$ cat config.mk
export PLATFORM = sky130hd
export DESIGN_NAME = vram_arbiter_flat
export DESIGN_NICKNAME = d
export VERILOG_FILES = /design/src/rtl/vram_pkg.sv /design/src/rtl/vram_arbiter_if.sv /design/src/rtl/vram_tag_pipe.sv /design/src/rtl/vram_arbiter.sv /design/src/flat_wrapper.sv
export SDC_FILE = /design/constraint.sdc
export NUM_CORES = 1
export LEC_CHECK = 0
export BUFFER_PORTS_ARGS = -buffer_cell sky130_fd_sc_hd__buf_4
export CAP_MARGIN = 20
export CORE_MARGIN = 3
export CORE_UTILIZATION = 43
export CTS_BUF_LIST = sky130_fd_sc_hd__clkbuf_8
export DETAILED_ROUTE_END_ITERATION = 7
export PLACE_DENSITY = 0.78
export SKIP_LAST_GASP = 1
export SYNTH_ARGS = -nofsm -noshare
export SYNTH_HDL_FRONTEND = slang
export SYNTH_HIERARCHICAL = 1
export SYNTH_SLANG_ARGS = --single-unit
$ cat constraint.sdc
create_clock -name clock -period 1.55 [get_ports clock]
set_input_delay 0.31 -clock clock [delete_from_list [all_inputs] [get_ports clock]]
set_output_delay 0.31 -clock clock [all_outputs]
set_load 0.01 [all_outputs]
$ cat src/rtl/vram_pkg.sv
// Shared types for the video RAM arbiter: access owner, return-path tag and
// default bus widths.
package vram_pkg;

  localparam int ADDR_W_DEF = 16;
  localparam int DATA_W_DEF = 9;

  typedef enum logic {
    OWN_CPU = 1'b0,
    OWN_VGA = 1'b1
  } owner_e;

  typedef struct packed {
    logic   valid;
    owner_e owner;
  } tag_t;

endpackage

$ cat src/rtl/vram_arbiter_if.sv
// Bus bundle between the CPU/VGA requesters, the arbiter and the RAM port.
// The slave view belongs to the arbiter; master is everything around it.
interface vram_arbiter_if
  import vram_pkg::*;
#(
  parameter int ADDR_W = ADDR_W_DEF,
  parameter int DATA_W = DATA_W_DEF
);

  logic              cpu_req;
  logic              cpu_we;
  logic [ADDR_W-1:0] cpu_addr;
  logic [DATA_W-1:0] cpu_wdata;
  logic              cpu_gnt;
  logic              cpu_rvalid;
  logic [DATA_W-1:0] cpu_rdata;

  logic              vga_req;
  logic [ADDR_W-1:0] vga_addr;
  logic              vga_gnt;
  logic              vga_rvalid;
  logic [DATA_W-1:0] vga_rdata;

  logic [ADDR_W-1:0] ram_address;
  logic              ram_wren;
  logic [DATA_W-1:0] ram_data;
  logic [DATA_W-1:0] ram_q;

  modport slave (
    input  cpu_req, cpu_we, cpu_addr, cpu_wdata, vga_req, vga_addr, ram_q,
    output cpu_gnt, cpu_rvalid, cpu_rdata, vga_gnt, vga_rvalid, vga_rdata,
           ram_address, ram_wren, ram_data
  );

  modport master (
    output cpu_req, cpu_we, cpu_addr, cpu_wdata, vga_req, vga_addr, ram_q,
    input  cpu_gnt, cpu_rvalid, cpu_rdata, vga_gnt, vga_rvalid, vga_rdata,
           ram_address, ram_wren, ram_data
  );

endinterface

$ cat src/rtl/vram_tag_pipe.sv
// Shift register of {valid, owner} tags that follows each RAM access until its
// read data is due. pre_out is the stage whose data is on ram_q right now.
module vram_tag_pipe
  import vram_pkg::*;
#(
  parameter int DEPTH = 2
) (
  input  logic clock,
  input  logic clear,
  input  tag_t push,
  output tag_t pre_out,
  output tag_t tag_out
);

  tag_t [DEPTH-1:0] stage_reg;

  always_ff @(posedge clock) begin
    if (clear) begin
      stage_reg <= '0;
    end else begin
      stage_reg <= {stage_reg[DEPTH-2:0], push};
    end
  end

  assign pre_out = stage_reg[DEPTH-2];
  assign tag_out = stage_reg[DEPTH-1];

endmodule

$ cat src/rtl/vram_arbiter.sv
// One-access-per-clock arbiter for the video RAM: VGA has priority, the CPU
// wins after CPU_MAX_WAIT consecutive denials; read data is routed by tag.
module vram_arbiter
  import vram_pkg::*;
#(
  parameter int ADDR_W       = ADDR_W_DEF,
  parameter int DATA_W       = DATA_W_DEF,
  parameter int RD_LAT       = 1,
  parameter int CPU_MAX_WAIT = 4
) (
  input  logic          clock,
  input  logic          reset,
  vram_arbiter_if.slave bus
);

  localparam int WAIT_W = (CPU_MAX_WAIT < 1) ? 1 : $clog2(CPU_MAX_WAIT + 1);
  localparam logic [WAIT_W-1:0] WAIT_MAX = WAIT_W'(CPU_MAX_WAIT);

  logic [WAIT_W-1:0] wait_cnt_reg, wait_cnt_next;
  logic              force_cpu, cpu_gnt, vga_gnt;
  logic [ADDR_W-1:0] ram_address_reg, ram_address_next;
  logic              ram_wren_reg, ram_wren_next;
  logic [DATA_W-1:0] ram_data_reg, ram_data_next;
  logic [DATA_W-1:0] cpu_rdata_reg, cpu_rdata_next;
  logic [DATA_W-1:0] vga_rdata_reg, vga_rdata_next;
  tag_t              tag_push, tag_pre, tag_out;

  always_comb begin
    force_cpu = (wait_cnt_reg == WAIT_MAX);
    cpu_gnt   = ~reset & bus.cpu_req & (~bus.vga_req | force_cpu);
    vga_gnt   = ~reset & bus.vga_req & ~cpu_gnt;
  end

  // Counts consecutive denied CPU cycles; a dropped request forgets the wait.
  always_comb begin
    wait_cnt_next = '0;
    if (bus.cpu_req && !cpu_gnt) begin
      wait_cnt_next = force_cpu ? wait_cnt_reg : wait_cnt_reg + 1'b1;
    end
  end

  always_comb begin
    ram_address_next = ram_address_reg;
    ram_wren_next    = 1'b0;
    ram_data_next    = ram_data_reg;
    tag_push         = '{valid: 1'b0, owner: OWN_CPU};
    if (cpu_gnt) begin
      ram_address_next = bus.cpu_addr;
      ram_wren_next    = bus.cpu_we;
      ram_data_next    = bus.cpu_wdata;
      tag_push         = '{valid: ~bus.cpu_we, owner: OWN_CPU};
    end else if (vga_gnt) begin
      ram_address_next = bus.vga_addr;
      tag_push         = '{valid: 1'b1, owner: OWN_VGA};
    end
  end

  // Capture ram_q on the same edge the tag reaches the last stage, so rdata
  // and rvalid appear together.
  always_comb begin
    cpu_rdata_next = cpu_rdata_reg;
    vga_rdata_next = vga_rdata_reg;
    if (tag_pre.valid) begin
      if (tag_pre.owner == OWN_CPU) begin
        cpu_rdata_next = bus.ram_q;
      end else begin
        vga_rdata_next = bus.ram_q;
      end
    end
  end

  always_ff @(posedge clock) begin
    if (reset) begin
      wait_cnt_reg    <= '0;
      ram_address_reg <= '0;
      ram_wren_reg    <= 1'b0;
      ram_data_reg    <= '0;
      cpu_rdata_reg   <= '0;
      vga_rdata_reg   <= '0;
    end else begin
      wait_cnt_reg    <= wait_cnt_next;
      ram_address_reg <= ram_address_next;
      ram_wren_reg    <= ram_wren_next;
      ram_data_reg    <= ram_data_next;
      cpu_rdata_reg   <= cpu_rdata_next;
      vga_rdata_reg   <= vga_rdata_next;
    end
  end

  vram_tag_pipe #(
    .DEPTH (RD_LAT + 1)
  ) u_tag_pipe (
    .clock   (clock),
    .clear   (reset),
    .push    (tag_push),
    .pre_out (tag_pre),
    .tag_out (tag_out)
  );

  assign bus.cpu_gnt     = cpu_gnt;
  assign bus.vga_gnt     = vga_gnt;
  assign bus.cpu_rvalid  = tag_out.valid & (tag_out.owner == OWN_CPU);
  assign bus.vga_rvalid  = tag_out.valid & (tag_out.owner == OWN_VGA);
  assign bus.cpu_rdata   = cpu_rdata_reg;
  assign bus.vga_rdata   = vga_rdata_reg;
  assign bus.ram_address = ram_address_reg;
  assign bus.ram_wren    = ram_wren_reg;
  assign bus.ram_data    = ram_data_reg;

endmodule

$ cat src/flat_wrapper.sv
// flat-port wrapper written by rule: the top's interface ports become plain ports
module vram_arbiter_flat import vram_pkg::*;
#(
  parameter int ADDR_W       = ADDR_W_DEF,
  parameter int DATA_W       = DATA_W_DEF,
  parameter int RD_LAT       = 1,
  parameter int CPU_MAX_WAIT = 4
)
  (clock, reset, bus_cpu_req, bus_cpu_we, bus_cpu_addr, bus_cpu_wdata, bus_vga_req, bus_vga_addr, bus_ram_q, bus_cpu_gnt, bus_cpu_rvalid, bus_cpu_rdata, bus_vga_gnt, bus_vga_rvalid, bus_vga_rdata, bus_ram_address, bus_ram_wren, bus_ram_data);
  vram_arbiter_if #(.ADDR_W(ADDR_W), .DATA_W(DATA_W)) bus_i ();
  input  logic clock;
  input  logic reset;
  input wire logic [$bits(bus_i.cpu_req)-1:0] bus_cpu_req;
  input wire logic [$bits(bus_i.cpu_we)-1:0] bus_cpu_we;
  input wire logic [$bits(bus_i.cpu_addr)-1:0] bus_cpu_addr;
  input wire logic [$bits(bus_i.cpu_wdata)-1:0] bus_cpu_wdata;
  input wire logic [$bits(bus_i.vga_req)-1:0] bus_vga_req;
  input wire logic [$bits(bus_i.vga_addr)-1:0] bus_vga_addr;
  input wire logic [$bits(bus_i.ram_q)-1:0] bus_ram_q;
  output wire logic [$bits(bus_i.cpu_gnt)-1:0] bus_cpu_gnt;
  output wire logic [$bits(bus_i.cpu_rvalid)-1:0] bus_cpu_rvalid;
  output wire logic [$bits(bus_i.cpu_rdata)-1:0] bus_cpu_rdata;
  output wire logic [$bits(bus_i.vga_gnt)-1:0] bus_vga_gnt;
  output wire logic [$bits(bus_i.vga_rvalid)-1:0] bus_vga_rvalid;
  output wire logic [$bits(bus_i.vga_rdata)-1:0] bus_vga_rdata;
  output wire logic [$bits(bus_i.ram_address)-1:0] bus_ram_address;
  output wire logic [$bits(bus_i.ram_wren)-1:0] bus_ram_wren;
  output wire logic [$bits(bus_i.ram_data)-1:0] bus_ram_data;
  assign bus_i.cpu_req = bus_cpu_req;
  assign bus_i.cpu_we = bus_cpu_we;
  assign bus_i.cpu_addr = bus_cpu_addr;
  assign bus_i.cpu_wdata = bus_cpu_wdata;
  assign bus_i.vga_req = bus_vga_req;
  assign bus_i.vga_addr = bus_vga_addr;
  assign bus_i.ram_q = bus_ram_q;
  assign bus_cpu_gnt = bus_i.cpu_gnt;
  assign bus_cpu_rvalid = bus_i.cpu_rvalid;
  assign bus_cpu_rdata = bus_i.cpu_rdata;
  assign bus_vga_gnt = bus_i.vga_gnt;
  assign bus_vga_rvalid = bus_i.vga_rvalid;
  assign bus_vga_rdata = bus_i.vga_rdata;
  assign bus_ram_address = bus_i.ram_address;
  assign bus_ram_wren = bus_i.ram_wren;
  assign bus_ram_data = bus_i.ram_data;
  vram_arbiter #(.ADDR_W(ADDR_W), .DATA_W(DATA_W), .RD_LAT(RD_LAT), .CPU_MAX_WAIT(CPU_MAX_WAIT)) u_core (.clock(clock), .reset(reset), .bus(bus_i));
endmodule
==> results of run 1 <==
==> area by class of cell <==
cell class | instances | share of cell area, %
flip-flops and latches | 51 | 32.2
clock inverters | 1 | 0.236
multi-input cells | 171 | 32.1
repair buffers | 120 | 29.7
clock buffers | 7 | 3.03
inverters | 2 | 0.236
well taps | 65 | 2.56
==> cell usage in the layout, fill, tap and decap left out, drive strengths merged, types with 2 or more instances in the layout <==
master | netlist | routed
buf | 17 | 120
dfxtp | 51 | 51
nand2 | 28 | 28
o21ai | 25 | 25
nor2 | 19 | 19
a21oi | 18 | 18
nand3 | 18 | 18
a211oi | 16 | 16
a31oi | 16 | 16
nand2b | 11 | 11
clkbuf | 4 | 7
nor2b | 6 | 6
inv | 2 | 2
and3 | 2 | 2
ha | 2 | 2
==> worst reg2reg max path: cells and delay by family (launching register included) <==
kind / cells / cell delay [ns]
compound gates: 3 / 0.51
flops: 1 / 0.35
buf+inv: 3 / 0.33
fa+ha+maj: 1 / 0.16
==> logic make-up (layout without fill, tap and decap cells) <==
group                    count (synthesis)  count (layout)  share of synthesized area, %
AO/OA/AOI/OAI                           79              79                          22.9
adder cells (fa/ha/maj)                  2               2                          1.18
buffers and inverters                   23             130                          6.90
flip-flops                              51              51                          48.1
multiplexers                             1               1                         0.472
AND/OR/NAND/NOR                         89              89                          20.5
==> metrics by stage <==
stage          instance area [sq um]  std cells  TNS (ns)  hold slack (ns)  utilization, %
2_1_floorplan                   2130        245         0            0.382               -
3_3_place_gp                    2950        403         0            0.441            64.7
3_5_place_dp                    2950        403         0            0.449            64.7
4_1_cts                         3110        414    -0.244            0.229            68.1
5_1_grt                         3180        417    -0.415            0.224            69.7
6_report                        3180        417    -0.253            0.234            69.7
==> metal layers <==
| metal | up-vias | GRT usage (%) |
|---|---|---|
| met2 | 84 | 34.8 |
| met4 | 0 | 5.98 |
| li1 | 1068 | - |
| met5 | - | 0 |
| met1 | 999 | 22.0 |
| met3 | 7 | 5.20 |
==> power by group through the flow <==
stage	sequential, mW	combinational (mW)	clock, mW
after floorplan	1.46	0.205	0
after global placement	1.44	0.474	0
after detailed placement	1.44	0.481	0
after CTS	1.41	0.493	0.850
after global routing	1.42	0.557	0.916
final	1.41	0.510	0.832
==> path summary, 6_finish.rpt <==
path | end | cells past startpoint
setup reg to reg | u_core/bus.ram_address[4] | 7
hold / removal | u_core/bus.ram_data[8] | 3
setup / recovery | bus_vga_gnt | 6
hold reg to reg | u_core/bus.cpu_rdata[6] | 2
==> repair_timing <==
action,4_1_cts,5_1_grt
hold endpoints to repair,0,0
gates resized for setup,9,10
buffers inserted,3,5
setup endpoints to repair,2,18
pin swaps,1,2
==> out/results.tsv, run 1 <==
metric	value	unit
Startpoint Class	register	
final setup vio count	2	
switching pwr	696	uW
MaxCap Viol Count	0	
Synth area leader	dfxtp_1	
reg-to-reg startpoint	u_core/wait_cnt_reg[0]	
Yosys reg bits	51	
crit path cell chain	inv_2 -> ha_4 -> a21boi_4 -> nor2_4 -> nor3b_4 -> buf_6	
Final Hold Fails	0	
FILL cells	388	
worst rel slew slack	46.5	%
Longest Clk Path Bufs	2	
area of the multi-input gates	1020	sq um
Setup crit start	u_core/wait_cnt_reg[0]	
R2R Setup Slk	0.09	ns
core box area	4560	sq um
drc violations	0	
Gate Count Post-Synth	245	
Crit path required time	1.24	ns
CTS tree	yes	
setup ws final	-0.173	ns
met2 WL	2820	um
CP Class	register to output port	
max FFs per register	16	
area share of the largest cell type after synthesis	48.1	%
max layer used	met4	
Final Cycle Share	111	%
Final Power	2.75	mW
CP max-delay cell	dfxtp_2	
Hold Buf Count CTS	0	
via/cell ratio	5.18	
Layout Skew	0.00811	ns
Power Density	866	nW/um^2
Post-Syn Nets	302	
Switching Share	25.3	%
worst-path maximum fanout	2	
Clock transition at path regs	0.09	ns
Pleak	1.36	nW
vias in the first global route	2107	
CTS Sinks	51	
starting DRC count in detailed routing	88	
synthesized area	2120	sq um
first-pass GRT wire length	9320	um
FF+latch area	1020	sq um
wl on met1	2410	um
worst slew pin tran	0.802	ns
grt total ovfl	0	
All-Layer GR Usage	19.3	%
Setup WS pre-CTS	0.0567	ns
largest cells by area after synthesis	dfxtp_1, a211oi_1, nand2_1, a31oi_1, a21oi_1	
Slew Viols, Final	0	
Die Area	5810	sq um
Post-synth EDFFs	0	
VDD IR max	0.572	mV
fin crit period	1.72	ns
register area share after synthesis	48.1	%
Via Count	2158	
initial antenna violation count	0	
logic gate share of total power	18.5	%
Hold Path Class	primary input to register	
WL final	5710	um
synthesis-to-finish area growth	49.9	%
CTS Root Cell	clkbuf_8	
width of the die	76.3	um
RSZ-0062 raised after global routing	yes	
largest net degree at the start of global routing	23	
post-DP HPWL	4130	um
CTS HTree Levels	2	
Avg WL per Cell	13.7	um
hold path startpoint	bus_cpu_wdata[8]	
Avg Cell Area, Syn	8.66	sq um
Most used DFF post-synth	dfxtp_1	
outcome	complete, but fails checks	
Layout Nets	408	
Netlist cell types	32	
FFs w/ async S/R, synth	0	%
Critical Path Max Stage Delay	0.35	ns
row count	24	
Clock Power Share	30.2	%
Top Family by Delay on Critical Path	flip-flops	
Sequential Power Share	51.2	%
Synth Warn #	6	
Critical Path End Type	output port	
Port Buf Inserts	102	
die extent in y	76.3	um
Worst-Skew Late Latency	0.30	ns
TritonCTS buffer count	5	
Buf/Inv on CP	2	
Diodes inserted	0	
most common cell in the synthesized netlist	dfxtp_1	
cell-internal power	2.06	mW
Max Freq	580	MHz
Final Wtd Congestion	0.787	
first drt pass iteration count	4	
failing checks	setup timing	
Synth top cells by count	dfxtp_1, nand2_1, a21oi_1, nand3_1, nor2_1	
Arr. time, crit path	1.41	ns
Starting Density	46.5	%
layout cells sized above 1	40.9	%
DRT antenna net count	0	
# IOs	103	
met3 WL	410	um
(Power assumes the default switching activity.)
==> run 2, diff against run 1 <==
Settings changed: ABC_AREA from default to 1, CTS_CLUSTER_DIAMETER from default to 40, TNS_END_PERCENT from default to 30.
==> out/results.tsv, run 2 <==
metric	value	unit	change
Worst-Skew Late Latency	0.30	ns	about the same
TritonCTS buffer count	5		unchanged
Post-Syn Nets	360		+19%
Starting Density	45.0	%	-1.5 points
Longest Clk Path Bufs	2		unchanged
Final Cycle Share	102	%	-8.8 points
# IOs	103		unchanged
Post-Synth Adder-Cell Area	1.16	%	-0.018 points
Port Buf Inserts	102		unchanged
final setup vio count	1		-1
CP max-delay cell	dfxtp_2		
FF+latch area	1020	sq um	unchanged
Synth Warn #	6		unchanged
CTS Sinks	51		unchanged
Arr. time, crit path	1.28	ns	-0.13 ns
logic gate share of total power	18.2	%	-0.3 points
CTS HTree Levels	2		unchanged
width of the die	76.8	um	+0.70%
drc violations	0		unchanged
Power Density	894	nW/um^2	+3.2%
Avg WL per Cell	11.4	um	-17%
Most used DFF post-synth	dfxtp_1		
initial antenna violation count	0		unchanged
first-pass GRT wire length	8780	um	-5.8%
Slew Viols, Final	0		unchanged
max FFs per register	16		unchanged
Switching Share	25.1	%	-0.17 points
Diodes inserted	0		unchanged
Avg Cell Area, Syn	7.11	sq um	-18%
outcome	complete, but fails checks		
Synth top cells by count	nor2_1, dfxtp_1, nand2_1		
area of the multi-input gates	955	sq um	-6.4%
DRT antenna net count	0		unchanged
FFs w/ async S/R, synth	0	%	unchanged
Hold Path Class	primary input to register		
Final Power	2.83	mW	+2.9%
worst-path maximum fanout	3		+1
failing checks	setup timing		
CTS Root Cell	clkbuf_8		
Post-synth EDFFs	0		unchanged
vias in the first global route	1996		-5.3%
commonest non-fill, non-tap cell in the layout	buf_4		
post-synthesis mux area share	0	%	-0.47 points
area share of the largest cell type after synthesis	47.4	%	-0.73 points
Sequential Power Share	50.3	%	-0.9 points
placed cell area	2950	sq um	unchanged
RSZ-0062 raised after global routing	yes		
CTS tree	yes		
Final Wtd Congestion	0.803		+2.0%
post-DP HPWL	3960	um	-4.2%
Final Non-Filler Cells	478		+15%
worst slew pin tran	0.340	ns	-0.462 ns
Clock Power Share	31.5	%	+1.3 points
Critical Path Max Stage Delay	0.35	ns	about the same
Via Count	2169		+0.51%
All-Layer GR Usage	18.2	%	-1.1 points
Synth area leader	dfxtp_1		
CP Class	register to output port		
Die Area	5900	sq um	+1.4%
synthesized area	2150	sq um	+1.5%
Pleak	1.61	nW	+18%
Layout Skew	0.00639	ns	-0.00172 ns
starting DRC count in detailed routing	99		+13%
register area share after synthesis	47.4	%	-0.73 points
placed cells	463		+15%
switching pwr	711	uW	+2.2%
most common cell in the synthesized netlist	nor2_1		
synthesis-to-finish area growth	47.1	%	
FILL cells	438		+13%
MaxCap Viol Count	0		unchanged
core box area	4790	sq um	+4.9%
crit-path most repeated cell	nand2_4		
Crit path required time	1.24	ns	about the same
XOR/XNOR Fraction of Synth Area	0.407	%	+0.41 points
final setup TNS	-0.0363	ns	+0.216 ns
design area	3170	sq um	-0.35%
grt total ovfl	0		unchanged
Netlist cell types	19		-41%
layout cells sized above 1	34.3	%	-6.6 points
Synth Area in Compound Gates	12.1	%	-11 points
simple-gate area share of the yosys netlist	28.8	%	+8.3 points
Final Hold Fails	0		unchanged
Layout Nets	468		+15%
VDD IR max	0.528	mV	-7.7%
Gate Count Post-Synth	303		+24%
worst rel slew slack	77.4	%	+31 points
Max Freq	630	MHz	+8.6%
Hold Buf Count CTS	0		unchanged
largest net degree at the start of global routing	39		+70%
cell-internal power	2.12	mW	+3.1%
largest cells by area after synthesis	dfxtp_1, nor2_1, nand2_1, nand3_1, inv_1		
Clock transition at path regs	0.09	ns	about the same
die extent in y	76.8	um	+0.70%
fin crit period	1.59	ns	-0.137 ns
Critical Path End Type	output port		
via/cell ratio	4.54		-12%
Startpoint Class	register		
largest family of logic cells by synthesized area	simple AND/OR/NAND/NOR gates		
Final Util	66.2	%	-3.5 points
first drt pass iteration count	4		unchanged
setup ws final	-0.0363	ns	+0.137 ns
WL final	5450	um	-4.6%
Yosys reg bits	51		unchanged
crit path cell chain	inv_2 -> ha_4 -> nand2_4 -> nand2_4 -> nand2_4 -> inv_4 -> nor2_4 -> buf_6		
row count	25		+4.2%
most frequent cells in the layout	buf_4, nor2_1, dfxtp_1		
[run 2: final timing paths]
check	from	end	slack (ns)	cells past startpoint
hold reg to reg	u_core/u_tag_pipe/pre_out[1]	u_core/u_tag_pipe/tag_out[1]	0.45	2
hold / removal	bus_cpu_wdata[4]	u_core/bus.ram_data[4]	0.20	3
setup reg to reg	u_core/wait_cnt_reg[1]	u_core/bus.ram_data[0]	0.16	11
setup / recovery	u_core/wait_cnt_reg[1]	bus_vga_gnt	-0.04	8
[run 2: kinds of logic (layout without fill, tap and decap cells)]
| family | after synthesis | count (layout) |
|---|---|---|
| AND/OR/NAND/NOR | 149 | 149 |
| adder cells (fa/ha/maj) | 2 | 2 |
| XOR/XNOR | 1 | 1 |
| AO/OA/AOI/OAI | 52 | 52 |
| flip-flops | 51 | 51 |
| buffers and inverters | 48 | 156 |
[run 2: layer usage]
layer  track usage (%)  share of wire (%)
met5                 0                  0
met4              6.70                1.8
met3              5.52                6.3
met2              31.6                 49
met1              20.9                 43
[run 2: area by class of cell]
type / count / share of cell area (%)
flip-flops and latches: 51 / 32.3
multi-input cells: 204 / 30.1
repair buffers: 116 / 27.6
inverters: 33 / 3.99
well taps: 67 / 2.65
clock buffers: 5 / 2.17
clock inverters: 2 / 1.18
[run 2: timing repair]
item	4_1_cts	5_1_grt
resized for setup	9	6
buffers inserted	6	2
cloned	0	0
endpoints found under the setup margin	2	2
pin swaps	4	4
[run 2: critical path: cells and delay by family (launching register included)]
kind,cells,cell delay (ns)
adders and majority gates,1,0.15
and+or+nand+nor,4,0.27
buffers and inverters,3,0.20
DFF,1,0.35
[run 2: stage by stage]
step                setup slack [ns]  hold slack [ns]
finish                       -0.0363            0.196
global route                  -0.113            0.182
CTS                          -0.0936            0.185
detailed placement            0.0457            0.439
global placement               0.104            0.427
floorplan                     0.0135            0.381
[run 2: power by group through the flow]
stage          sequential (mW)  combinational [mW]  clock (mW)
3_3_place_gp              1.45               0.488           0
6_report                  1.43               0.515       0.892
2_1_floorplan             1.48               0.216           0
5_1_grt                   1.43               0.570       0.979
3_5_place_dp              1.46               0.496           0
4_1_cts                   1.43               0.509       0.924
==> run 3, diff against run 2 <==
Settings changed: MAX_ROUTING_LAYER from default to met4.
==> out/results.tsv, run 3 (synthesized netlist as in run 2, its figures left out) <==
metric	value	unit	change
FF+latch area	1020	sq um	unchanged
Critical Path Max Stage Delay	0.35	ns	about the same
All-Layer GR Usage	18.7	%	+0.51 points
Avg WL per Cell	11.3	um	-0.73%
layout cells sized above 1	34.3	%	unchanged
grt total ovfl	0		unchanged
WL final	5410	um	-0.73%
Hold Buf Count CTS	0		unchanged
worst rel slew slack	77.5	%	+0.13 points
Layout Skew	0.00732	ns	+0.000937 ns
CP max-delay cell	dfxtp_2		
Slew Viols, Final	0		unchanged
CP Class	register to output port		
Diodes inserted	0		unchanged
crit-path most repeated cell	nand2_4		
failing checks	setup timing		
Hold Path Sink	u_core/bus.ram_data[4]		
Startpoint Class	register		
CTS Root Cell	clkbuf_8		
starting DRC count in detailed routing	99		unchanged
Pleak	1.61	nW	unchanged
vias in the first global route	1995		-0.050%
Max Freq	631	MHz	+0.12%
setup ws final	-0.0345	ns	+0.00184 ns
Top Family by Delay on Critical Path	flip-flops		
DRT antenna net count	0		unchanged
Final Cycle Share	102	%	-0.12 points
R2R Setup Slk	0.16	ns	about the same
crit path cell chain	inv_2 -> ha_4 -> nand2_4 -> nand2_4 -> nand2_4 -> inv_4 -> nor2_4 -> buf_6		
Arr. time, crit path	1.27	ns	about the same
CTS Sinks	51		unchanged
design area	3170	sq um	unchanged
row count	25		unchanged
die extent in y	76.8	um	unchanged
worst slew pin tran	0.338	ns	-0.00191 ns
hold path depth	3		unchanged
RSZ-0062 raised after global routing	yes		
width of the die	76.8	um	unchanged
hold path startpoint	bus_cpu_wdata[4]		
post-DP HPWL	3960	um	unchanged
worst-path maximum fanout	3		unchanged
Final Power	2.83	mW	about the same
Buf/Inv on CP	3		unchanged
FILL cells	438		unchanged
via/cell ratio	4.58		+0.92%
first drt pass iteration count	4		unchanged
Layout Nets	468		unchanged
Power Density	893	nW/um^2	about the same
Via Count	2189		+0.92%
most frequent cells in the layout	buf_4, nor2_1, dfxtp_1		
Port Buf Inserts	102		unchanged
initial antenna violation count	0		unchanged
commonest non-fill, non-tap cell in the layout	buf_4		
fin crit period	1.58	ns	-0.00184 ns
TritonCTS buffer count	5		unchanged
Die Area	5900	sq um	unchanged
max FFs per register	16		unchanged
Crit path required time	1.24	ns	about the same
FF-to-FF End	u_core/bus.ram_data[0]		
first-pass GRT wire length	8780	um	unchanged
Final Hold Fails	0		unchanged
Critical Path End Type	output port		
reg2reg path depth	11		unchanged
Final Wtd Congestion	0.814		+1.4%
Worst-Skew Late Latency	0.30	ns	about the same
final setup vio count	1		unchanged
reg-to-reg startpoint	u_core/wait_cnt_reg[1]		
MaxCap Viol Count	0		unchanged
placed cell area	2950	sq um	unchanged
Setup crit start	u_core/wait_cnt_reg[1]		
largest net degree at the start of global routing	39		unchanged
Longest Clk Path Bufs	2		unchanged
area of the multi-input gates	955	sq um	unchanged
outcome	complete, but fails checks		
CTS tree	yes		
drc violations	0		unchanged
Hold Path Class	primary input to register		
# IOs	103		unchanged
CTS HTree Levels	2		unchanged
core box area	4790	sq um	unchanged
VDD IR max	0.529	mV	about the same
synthesis-to-finish area growth	47.1	%	unchanged
Starting Density	45.0	%	unchanged
Clock transition at path regs	0.09	ns	about the same
[run 3: area by class of cell]
class / count / share of cell area (%)
Inverter: 33 / 3.99
Sequential cell: 51 / 32.3
Tap cell: 67 / 2.65
Clock buffer: 5 / 2.17
Timing Repair Buffer: 116 / 27.6
Multi-Input combinational cell: 204 / 30.1
Clock inverter: 2 / 1.18
[run 3: how the worst max path moves through the flow]
stage	cells past startpoint	to
after floorplan	8	bus_vga_gnt
final	8	bus_vga_gnt
after global placement	8	bus_vga_gnt
after CTS	8	bus_vga_gnt
after global routing	8	bus_vga_gnt
after detailed placement	8	bus_vga_gnt
[run 3: stage by stage]
| step | utilization (%) | hold slack, ns | instances | setup slack, ns | setup TNS [ns] |
|---|---|---|---|---|---|
| 4_1_cts | 65.5 | 0.185 | 476 | -0.0936 | -0.0936 |
| 3_3_place_gp | 61.7 | 0.427 | 463 | 0.104 | 0 |
| 5_1_grt | 66.2 | 0.182 | 478 | -0.113 | -0.144 |
| 3_5_place_dp | 61.7 | 0.439 | 463 | 0.0457 | 0 |
| 6_report | 66.2 | 0.195 | 478 | -0.0345 | -0.0345 |
| 2_1_floorplan | - | 0.381 | 303 | 0.0135 | 0 |
[run 3: tightest hold or removal path, stage by stage]
cell and delay, ns:
buf_4 0.07, nand2_1 0.04, nand2_1 0.05
[run 3: routing by layer]
layer	wire [um]	track usage (%)	up-vias
met5	0	-	-
li1	-	-	1159
met4	97	6.70	0
met3	309	4.69	8
met1	2310	21.4	963
met2	2690	31.6	59
[run 3: power by group]
group	total (mW)	internal, mW	switching (mW)	leakage, nW
Sequential	1.43	1.38	0.0403	0.419
Combinational	0.515	0.265	0.250	1.14
Clock	0.891	0.472	0.419	0.0502
[run 3: what timing repair did]
action,in CTS,in global routing
setup buffers,6,2
pin swaps,4,4
setup endpoints to repair,2,2
gates resized for setup,9,6
